$ cat src/rtl/alien_march_ctrl.sv
// alien_march_ctrl: steps the alien formation origin once every N frames.
// N = 1 + (live aliens / 4), so the march speeds up as aliens die.
// On each step a 10-cycle column scan of a snapshot of the live-alien map
// finds the live left/right edge, the bottom row and the live count.
// The formation reverses and descends at a screen border.
// It stops with WaveClear when no aliens remain, or with Invaded when the
// formation bottom reaches the player row.
//
// Ports:
//   Clk          system clock
//   Reset        asynchronous active-low reset
//   Start        one-cycle pulse, starts a new wave from any state
//   FrameTick    one-cycle pulse per video frame
//   Aliens_Grid  live-alien map, bit r*10+c = row r, column c
//   PlayerRow    invasion line (pixel row)
//   AliensRow    formation origin row
//   AliensCol    formation origin column
//   Dir          1 = moving right, 0 = moving left
//   StepPulse    one-cycle pulse on each position update
//   WaveClear    level, no live aliens remain
//   Invaded      level, formation bottom reached PlayerRow
module alien_march_ctrl #(
    parameter int unsigned START_ROW = 32,
    parameter int unsigned START_COL = 64,
    parameter int unsigned ALIEN_W   = 32,
    parameter int unsigned ALIEN_H   = 24,
    parameter int unsigned STEP_X    = 4,
    parameter int unsigned STEP_Y    = 16,
    parameter int unsigned SCREEN_W  = 640
) (
    input  logic        Clk,
    input  logic        Reset,
    input  logic        Start,
    input  logic        FrameTick,
    input  logic [49:0] Aliens_Grid,
    input  logic [8:0]  PlayerRow,
    output logic [8:0]  AliensRow,
    output logic [9:0]  AliensCol,
    output logic        Dir,
    output logic        StepPulse,
    output logic        WaveClear,
    output logic        Invaded
);

    typedef enum logic [2:0] {
        StIdle,
        StWait,
        StScan,
        StDecide,
        StClear,
        StInvaded
    } state_e;

    state_e            r_state, w_state_d;
    logic [8:0]        r_row, w_row_d;
    logic [9:0]        r_col, w_col_d;
    logic              r_dir, w_dir_d;
    logic              r_step, w_step_d;
    logic              r_clear, w_clear_d;
    logic              r_inv, w_inv_d;
    logic [3:0]        r_frame, w_frame_d;
    logic [5:0]        r_alive, w_alive_d;
    // Snapshot kept as 5 rows of 10 columns so a column is one bit per row.
    logic [4:0][9:0]   r_snap, w_snap_d;
    logic [3:0]        r_scan_c, w_scan_c_d;
    logic [3:0]        r_left, w_left_d;
    logic [3:0]        r_right, w_right_d;
    logic              r_found, w_found_d;
    logic [4:0]        r_mask, w_mask_d;
    logic [5:0]        r_acc, w_acc_d;

    logic [3:0]        w_interval;
    logic [4:0]        w_col_bits;
    logic              w_col_alive;
    logic [2:0]        w_col_pop;
    logic [2:0]        w_bottom;
    logic [10:0]       w_l;
    logic [10:0]       w_r;
    logic [10:0]       w_row_new;
    logic              w_descend;
    logic              w_inv_hit;

    assign w_interval = 4'd1 + 4'(r_alive >> 2);

    assign w_col_bits = {r_snap[4][r_scan_c], r_snap[3][r_scan_c], r_snap[2][r_scan_c],
                         r_snap[1][r_scan_c], r_snap[0][r_scan_c]};
    assign w_col_alive = |w_col_bits;
    assign w_col_pop   = 3'(w_col_bits[0]) + 3'(w_col_bits[1]) + 3'(w_col_bits[2])
                       + 3'(w_col_bits[3]) + 3'(w_col_bits[4]);

    always_comb begin
        w_bottom = 3'd0;
        if (r_mask[4])      w_bottom = 3'd4;
        else if (r_mask[3]) w_bottom = 3'd3;
        else if (r_mask[2]) w_bottom = 3'd2;
        else if (r_mask[1]) w_bottom = 3'd1;
    end

    // Edge and invasion arithmetic is 11 bits wide so sums never wrap.
    assign w_l       = 11'(r_col) + 11'(r_left) * 11'(ALIEN_W);
    assign w_r       = 11'(r_col) + (11'(r_right) + 11'd1) * 11'(ALIEN_W);
    assign w_row_new = 11'(r_row) + 11'(STEP_Y);
    assign w_descend = r_dir ? ((w_r + 11'(STEP_X)) > 11'(SCREEN_W))
                             : (w_l < 11'(STEP_X));
    assign w_inv_hit = (11'(w_row_new[8:0]) + (11'(w_bottom) + 11'd1) * 11'(ALIEN_H))
                       >= 11'(PlayerRow);

    always_comb begin
        w_state_d  = r_state;
        w_row_d    = r_row;
        w_col_d    = r_col;
        w_dir_d    = r_dir;
        w_step_d   = 1'b0;
        w_clear_d  = r_clear;
        w_inv_d    = r_inv;
        w_frame_d  = r_frame;
        w_alive_d  = r_alive;
        w_snap_d   = r_snap;
        w_scan_c_d = r_scan_c;
        w_left_d   = r_left;
        w_right_d  = r_right;
        w_found_d  = r_found;
        w_mask_d   = r_mask;
        w_acc_d    = r_acc;

        case (r_state)
            StIdle: ;
            StWait: begin
                if (FrameTick) begin
                    if ((r_frame + 4'd1) >= w_interval) begin
                        w_frame_d  = 4'd0;
                        w_state_d  = StScan;
                        w_snap_d   = Aliens_Grid;
                        w_scan_c_d = 4'd0;
                        w_left_d   = 4'd0;
                        w_right_d  = 4'd0;
                        w_found_d  = 1'b0;
                        w_mask_d   = 5'd0;
                        w_acc_d    = 6'd0;
                    end else begin
                        w_frame_d = r_frame + 4'd1;
                    end
                end
            end
            StScan: begin
                if (w_col_alive) begin
                    if (!r_found) begin
                        w_left_d = r_scan_c;
                    end
                    w_right_d = r_scan_c;
                    w_found_d = 1'b1;
                end
                w_mask_d = r_mask | w_col_bits;
                w_acc_d  = r_acc + {3'b000, w_col_pop};
                if (r_scan_c == 4'd9) begin
                    w_state_d = StDecide;
                end else begin
                    w_scan_c_d = r_scan_c + 4'd1;
                end
            end
            StDecide: begin
                w_alive_d = r_acc;
                if (r_acc == 6'd0) begin
                    w_state_d = StClear;
                    w_clear_d = 1'b1;
                end else begin
                    w_step_d = 1'b1;
                    if (w_descend) begin
                        w_row_d = w_row_new[8:0];
                        w_dir_d = ~r_dir;
                        if (w_inv_hit) begin
                            w_state_d = StInvaded;
                            w_inv_d   = 1'b1;
                        end else begin
                            w_state_d = StWait;
                        end
                    end else begin
                        w_col_d   = r_dir ? (r_col + 10'(STEP_X)) : (r_col - 10'(STEP_X));
                        w_state_d = StWait;
                    end
                end
            end
            StClear, StInvaded: ;
            default: w_state_d = StIdle;
        endcase

        // Start overrides everything, including a same-cycle FrameTick.
        if (Start) begin
            w_state_d  = StWait;
            w_row_d    = 9'(START_ROW);
            w_col_d    = 10'(START_COL);
            w_dir_d    = 1'b1;
            w_step_d   = 1'b0;
            w_clear_d  = 1'b0;
            w_inv_d    = 1'b0;
            w_frame_d  = 4'd0;
            w_alive_d  = 6'd50;
            w_scan_c_d = 4'd0;
            w_found_d  = 1'b0;
            w_mask_d   = 5'd0;
            w_acc_d    = 6'd0;
        end
    end

    always_ff @(posedge Clk or negedge Reset) begin
        if (!Reset) begin
            r_state  <= StIdle;
            r_row    <= 9'(START_ROW);
            r_col    <= 10'(START_COL);
            r_dir    <= 1'b1;
            r_step   <= 1'b0;
            r_clear  <= 1'b0;
            r_inv    <= 1'b0;
            r_frame  <= 4'd0;
            r_alive  <= 6'd50;
            r_snap   <= '0;
            r_scan_c <= 4'd0;
            r_left   <= 4'd0;
            r_right  <= 4'd0;
            r_found  <= 1'b0;
            r_mask   <= 5'd0;
            r_acc    <= 6'd0;
        end else begin
            r_state  <= w_state_d;
            r_row    <= w_row_d;
            r_col    <= w_col_d;
            r_dir    <= w_dir_d;
            r_step   <= w_step_d;
            r_clear  <= w_clear_d;
            r_inv    <= w_inv_d;
            r_frame  <= w_frame_d;
            r_alive  <= w_alive_d;
            r_snap   <= w_snap_d;
            r_scan_c <= w_scan_c_d;
            r_left   <= w_left_d;
            r_right  <= w_right_d;
            r_found  <= w_found_d;
            r_mask   <= w_mask_d;
            r_acc    <= w_acc_d;
        end
    end

    assign AliensRow = r_row;
    assign AliensCol = r_col;
    assign Dir       = r_dir;
    assign StepPulse = r_step;
    assign WaveClear = r_clear;
    assign Invaded   = r_inv;

endmodule

$ cat config.mk
export PLATFORM = sky130hd
export DESIGN_NAME = alien_march_ctrl
export DESIGN_NICKNAME = d
export VERILOG_FILES = /design/src/rtl/alien_march_ctrl.sv
export SDC_FILE = /design/constraint.sdc
export NUM_CORES = 1
export LEC_CHECK = 0
export ABC_AREA = 1
export CAP_MARGIN = 20
export CELL_PAD_IN_SITES_DETAIL_PLACEMENT = 0
export CELL_PAD_IN_SITES_GLOBAL_PLACEMENT = 1
export CORE_UTILIZATION = 38
export DETAILED_ROUTE_END_ITERATION = 10
export PLACE_DENSITY = 0.86
export SLEW_MARGIN = 5
export SYNTH_ARGS = -nofsm -noshare
export SYNTH_HDL_FRONTEND = slang
export SYNTH_SLANG_ARGS = --single-unit
$ cat constraint.sdc
create_clock -name Clk -period 3.3 [get_ports Clk]
set_input_delay 0.495 -clock Clk [delete_from_list [all_inputs] [get_ports Clk]]
set_output_delay 0.495 -clock Clk [all_outputs]
set_load 0.05 [all_outputs]
### Word-level counts from Yosys, hierarchy flattened

Cells that the tools add are included.

* bits in registers: 110
* input bits: 63
* output and inout port bits: 23
* word-level logic and storage cells: 163

* add/subtract/negate cells: 17
* $mul: 1
* $lt $le $gt $ge: 5
* eq/ne operators: 18
* mux-type cells: 76
* bitwise operators: 2
* reductions and logical operators: 24

Operators by type and width (number)
* 10-bit two-way mux: 5
* 4-bit two-way mux: 11
* 9-bit two-way mux: 4
* 6-bit two-way mux: 5
* 1-bit two-way mux: 26
* 3-bit two-way mux: 8
* 4-bit one-hot mux with 2 select lines: 3
* 1-bit binary-select mux with 4-bit select: 5
* 4-bit AND reduction: 5
* 5-bit two-way mux: 3
* 3-bit inequality test (second input constant): 5
* 2-bit nonzero test: 7
* 2-bit inequality test (second input constant): 6
* 3-bit one-hot mux with 4 select lines: 1
* 6-bit one-hot mux with 2 select lines: 1
* 3-bit AND reduction: 4
* 10-bit by 10-bit adder with 11-bit output: 1
* 10-bit by 9-bit adder with 11-bit output: 1
* 11-bit by 3-bit adder with 11-bit output (second input constant): 1
* 11-bit by 10-bit greater-than comparator with 1-bit output (second input constant): 1
* 11-bit by 3-bit less-than comparator with 1-bit output (second input constant): 1
* 10-bit by 3-bit adder with 10-bit output (second input constant): 1
* 9-bit by 9-bit adder with 10-bit output: 1
* 10-bit by 9-bit greater-or-equal comparator with 1-bit output: 1
* other kinds (30): 36

### Longest topological paths before layout

* depth after elaboration: 13
* gate-level depth with buffers: 23
* mapped depth without buffers: 23

### Worst setup path after synthesis

OpenSTA, ideal clock, no wires.

* path type: register -> register
* start point: register r_mask[2]
* end point: register r_state[2]
* setup time: 0.117 ns
* data arrival time: 3.099 ns
* data required time: 3.183 ns
* path slack: 0.085 ns
* stages on the path, launching flop included: 24
* clock period less this slack: 3.215 ns
* cell sequence: dfrtp_1 > inv_1 > nand2_1 > a21oi_1 > inv_1 > ha_1 > xnor2_1 > xor2_1 > ha_1 > ha_1 > nand2_1 > nand2_1 > a21oi_1 > xor2_1 > inv_1 > ha_1 > a21oi_1 > nand2_1 > nand2_1 > nand3_1 > nand2_1 > nand2_1 > nand2_1 > nand2_1

* longest elaborated chain between the ends: 12

Ends and longest elaborated chain
* from (decl): line 69 `logic [4:0] r_mask, w_mask_d;`
* from (signal assigned): line 238 `r_mask <= w_mask_d;`
* 2-bit two-way mux: line 95 `else if (r_mask[2]) w_bottom = 3'd2;`
* 2-bit two-way mux: line 94 `else if (r_mask[3]) w_bottom = 3'd3;`
* 3-bit two-way mux: line 93 `if (r_mask[4]) w_bottom = 3'd4;`
* 3-bit by 1-bit adder with 4-bit output: line 105 `assign w_inv_hit = (11'(w_row_new[8:0]) + (11'(w_bottom) + 11'd1) * 11'(ALIEN_H))`
* 4-bit by 2-bit multiplier with 6-bit output: line 105
* 9-bit by 9-bit adder with 10-bit output: line 105
* 10-bit by 9-bit greater-or-equal comparator with 1-bit output: line 106 `>= 11'(PlayerRow);`
* 3-bit two-way mux: line 171 `if (w_inv_hit) begin`
* 3-bit two-way mux: line 168 `if (w_descend) begin`
* 3-bit two-way mux: line 163 `if (r_acc == 6'd0) begin`
* 3-bit one-hot mux with 4 select lines: line 126 `case (r_state)`
* 3-bit two-way mux: line 188 `if (Start) begin`
* to (signal assigned): line 207 `r_state <= StIdle;`
* to (signal assigned): line 224 `r_state <= w_state_d;`
* to (decl): line 54 `state_e r_state, w_state_d;`

No other way between the ends.
A chain may end at the register's enable or synchronous reset.

### Worst setup path after layout

* start point: register r_scan_c[0]
* end point: register r_acc[4]

* longest elaborated chain between the ends: 9

Ends and longest elaborated chain
* from (decl): line 65 `logic [3:0] r_scan_c, w_scan_c_d;`
* from (signal assigned): line 234 `r_scan_c <= w_scan_c_d;`
* 1-bit binary-select mux with 4-bit select: line 86 `r_snap[1][r_scan_c], r_snap[0][r_scan_c]};`
* 1-bit two-way mux (implied by the code): line 86
* 1-bit by 1-bit adder with 2-bit output: line 88 `assign w_col_pop = 3'(w_col_bits[0]) + 3'(w_col_bits[1]) + 3'(w_col_bits[2])`
* 2-bit by 1-bit adder with 3-bit output: line 88
* 3-bit by 1-bit adder with 3-bit output: line 89 `+ 3'(w_col_bits[3]) + 3'(w_col_bits[4]);`
* 3-bit by 1-bit adder with 3-bit output *: line 89
* 6-bit by 3-bit adder with 6-bit output *: line 154 `w_acc_d = r_acc + {3'b000, w_col_pop};`
* 6-bit one-hot mux with 2 select lines *: line 126
* 6-bit two-way mux *: line 188
* to (signal assigned): line 239 `r_acc <= w_acc_d;`
* to (decl): line 70 `logic [5:0] r_acc, w_acc_d;`

Every way passes the cells marked *; elsewhere a longest branch is shown, timed or not. The select of a mux whose other input is x is not followed.

==> impl_metrics.toml <==
[setup_path]
r2r-end = "r_acc[4]"
r2r_slack_ns = 0.06
r2r-start = "r_scan_c[0]"
crit_required_ns = 3.53
arrival_ns = 3.48
reg2reg_depth = 17
critical_path.startpoint_type = "register"
crit_type = "reg2reg"
endpoint_kind = "register"
crit_fanout = 16

[route]
drt_pass1_iterations = 4
drtAntennaViolNets = 0
viasPerCell = 4.80
routed_wl_mm = 13.9
drtIter0Drc = 236
drc = 0
vias = 5136
post_drt_wl_per_cell_um = 13.0

[yosys]
synthCells = 744
synthMuxAreaShare_pct = 6.87
yosys_warnings = 0
ys_top_cells_by_area = "dfrtp_1 39%, nand2_1 9.2%, ha_1 8.6%"
ys_top_cells_by_count = "152 x nand2_1, 96 x dfrtp_1, 82 x inv_1"
synth-seq-cells = 101
yosysTopAreaCell = "dfrtp_1"
synth_compound_area_share_pct = 7.35
synth-edff-count = 0
ys.flop_type = "dfrtp_1"
syn_area_per_cell_um2 = 8.37
ys_types = 41
syn_area_um2 = 6230
ys_async_sr_fraction_pct = 100
synth_fa_ha_area_share_pct = 10.6
synth_top_area_share_pct = 38.6
synthXorXnorAreaFrac_pct = 3.23
yosysMostFrequentCell = "nand2_1"
synth-simple-area-share_pct = 23.2
synth_top_family_by_area = "simple AND/OR/NAND/NOR gates"
ys_seq_area_share_pct = 40.7

[sta]
tightest_slew_ns = 0.515
min_period_ns = 3.24
post-route-worst-setup-slack_ns = 0.0591
fin_skew_ns = 0.00972
finalSetupViolCount = 0
slew_headroom_pct = 65.7
fin_crit_sh_pct = 98.2
fmax_mhz = 309
timing.final.max_slew_violations = 0
rsz0062_at_grt = "yes"
hold_viol_final = 0

[cells_and_area]
drive_gt1_share_pct = 16.7
seqCellArea_um2 = 2540
antennaDiodeCount = 0
multi_input_area_um2 = 3390
synthToLayoutAreaGrowth_pct = 27.1
nets = 961
nFillCells = 1536

[floorplan]
num_rows = 46
die_y_um = 130
coreArea_um2 = 15900
num_io_pins = 86
die_width_um = 130
start_util_pct = 39.1
dieArea_um2 = 16900

[pwr]
finalPower_mw = 5.56
p_leak_nw = 3.89
irDropWorstVdd_v = 0.000366
power_density_nw_per_um2 = 702

[min_path]
hold_class = "in2async"

[status]
status = "finished clean"

[job]
drv_cap = 0

[global_routing]
antenna_found_initial = 0
grt_pass1_wl_mm = 23.7
grt_pass1_vias = 4936
grt_util_all_layers_pct = 18.0
grt_max_degree = 67
grt_overflow = 0

[clocking]
clock-root-buffer = "clkbuf_16"
cts_hold_buf = 0
numCtsBuffers = 9
clk_latency_ns = 0.36
clk_path_buf_depth = 2
cts_tree = "yes"
cts.htree.levels = 3
path_clk_slew_ns = 0.08
clock_sinks = 101

[placement]
dp_slack_ns = -0.118
hpwlAfterDp_mm = 10.3
port_buffers = 79
gp_congestion = 0.828
## where the power goes
group	total (mW)	internal, mW	switching [mW]
clock	1.10	0.600	0.499
sequential	1.77	1.54	0.231
combinational	2.69	1.18	1.51
total	5.56	3.32	2.24
## layout make-up
cell class	count	area share (%)
multi-input combinational	536	42.9
timing repair buffer	112	13.6
clock inverter	5	0.901
inverter	89	4.22
tap	216	3.42
clock buffer	11	2.94
sequential	101	32.1
## stage by stage
step	setup TNS (ns)	cells	area (µm²)	hold slack [ns]	util, %
floorplan	0	752	6260	0.199	-
global placement	-0.0448	1048	7400	0.461	46.4
detailed placement	-0.177	1048	7400	0.468	46.4
CTS	0	1065	7770	0.120	48.7
global route	-0.297	1070	7910	0.139	49.6
finish	0	1070	7910	0.106	49.6
## kinds of logic after synthesis
family	count (synthesis)
muxes	38
and+or+nand+nor	332
AOI/OAI and AO/OA	85
buffers and inverters	115
adders and majority gates	49
xor gates and xnor gates	23
other	1
DFF	101
## timing repair
item                                    4_1_cts  5_1_grt
endpoints found under the setup margin        4        6
pin swaps                                     7       13
setup buffers                                 1        6
gates resized for setup                      12       25
## critical path: stages (launching register included)
cell and delay, ns:
dfrtp_2 0.45, buf_12 0.16, nor2_1 0.10, nor2_1 0.05
nand2_1 0.05, nand3_1 0.08, nand3_2 0.08, nand2_2 0.07
fa_1 0.51, inv_1 0.05, fa_1 0.49, inv_2 0.05
ha_4 0.16, fa_2 0.36, a21oi_2 0.12, or2_4 0.13
o21ai_1 0.06, nor3b_2 0.15
## worst max path at each step
stage,slack [ns],end,from
3_5_place_dp,-0.12,r_state[2],r_mask[2]
6_report,0.06,r_acc[4],r_scan_c[0]
5_1_grt,-0.13,r_state[2],r_mask[2]
2_1_floorplan,0.08,r_state[2],r_mask[2]
3_3_place_gp,-0.04,r_state[2],r_mask[2]
4_1_cts,0.004,r_acc[4],r_scan_c[1]
## flip-flops by register name (all words and copies together) (netlist names), 3 cells and up
signal and count:
AliensCol 8, r_right 4, r_state 3, r_snap 50, r_frame 4, r_mask 4
r_alive 4, AliensRow 5, r_left 4, r_acc 6, r_scan_c 4
## cell usage in the layout (no fill, tap or decap), types with 4 or more instances in the layout
master / synthesis / layout
nor2_1: 77 / 76
o21ai_0: 12 / 11
conb_1: 1 / 9
clkdlybuf4s50_1: 0 / 78
inv_2: 7 / 11
nand4_1: 19 / 19
buf_4: 8 / 30
nand3_1: 61 / 57
dfstp_2: 5 / 5
nand2_2: 3 / 7
nand2_1: 152 / 148
xor2_1: 15 / 14
dfrtp_1: 96 / 94
ha_4: 0 / 5
clkbuf_16: 0 / 9
inv_1: 82 / 78
xnor2_1: 8 / 6
o21ai_1: 16 / 17
nor2_2: 4 / 5
mux2_2: 37 / 37
nand3_2: 2 / 6
fa_1: 6 / 5
ha_1: 43 / 38
a21oi_1: 44 / 39
a21oi_2: 0 / 4
## per-layer routing
metal  vias to the layer above  global-route usage (%)  routed length [µm]
met5                         -                       0                   0
met2                        81                    29.1                6540
met3                        14                    3.90                 490
met4                         0                    4.58                 164
met1                      2397                    24.4                6690
li1                       2644                       -                   -
No activity file was read; power rests on OpenSTA's default activity.
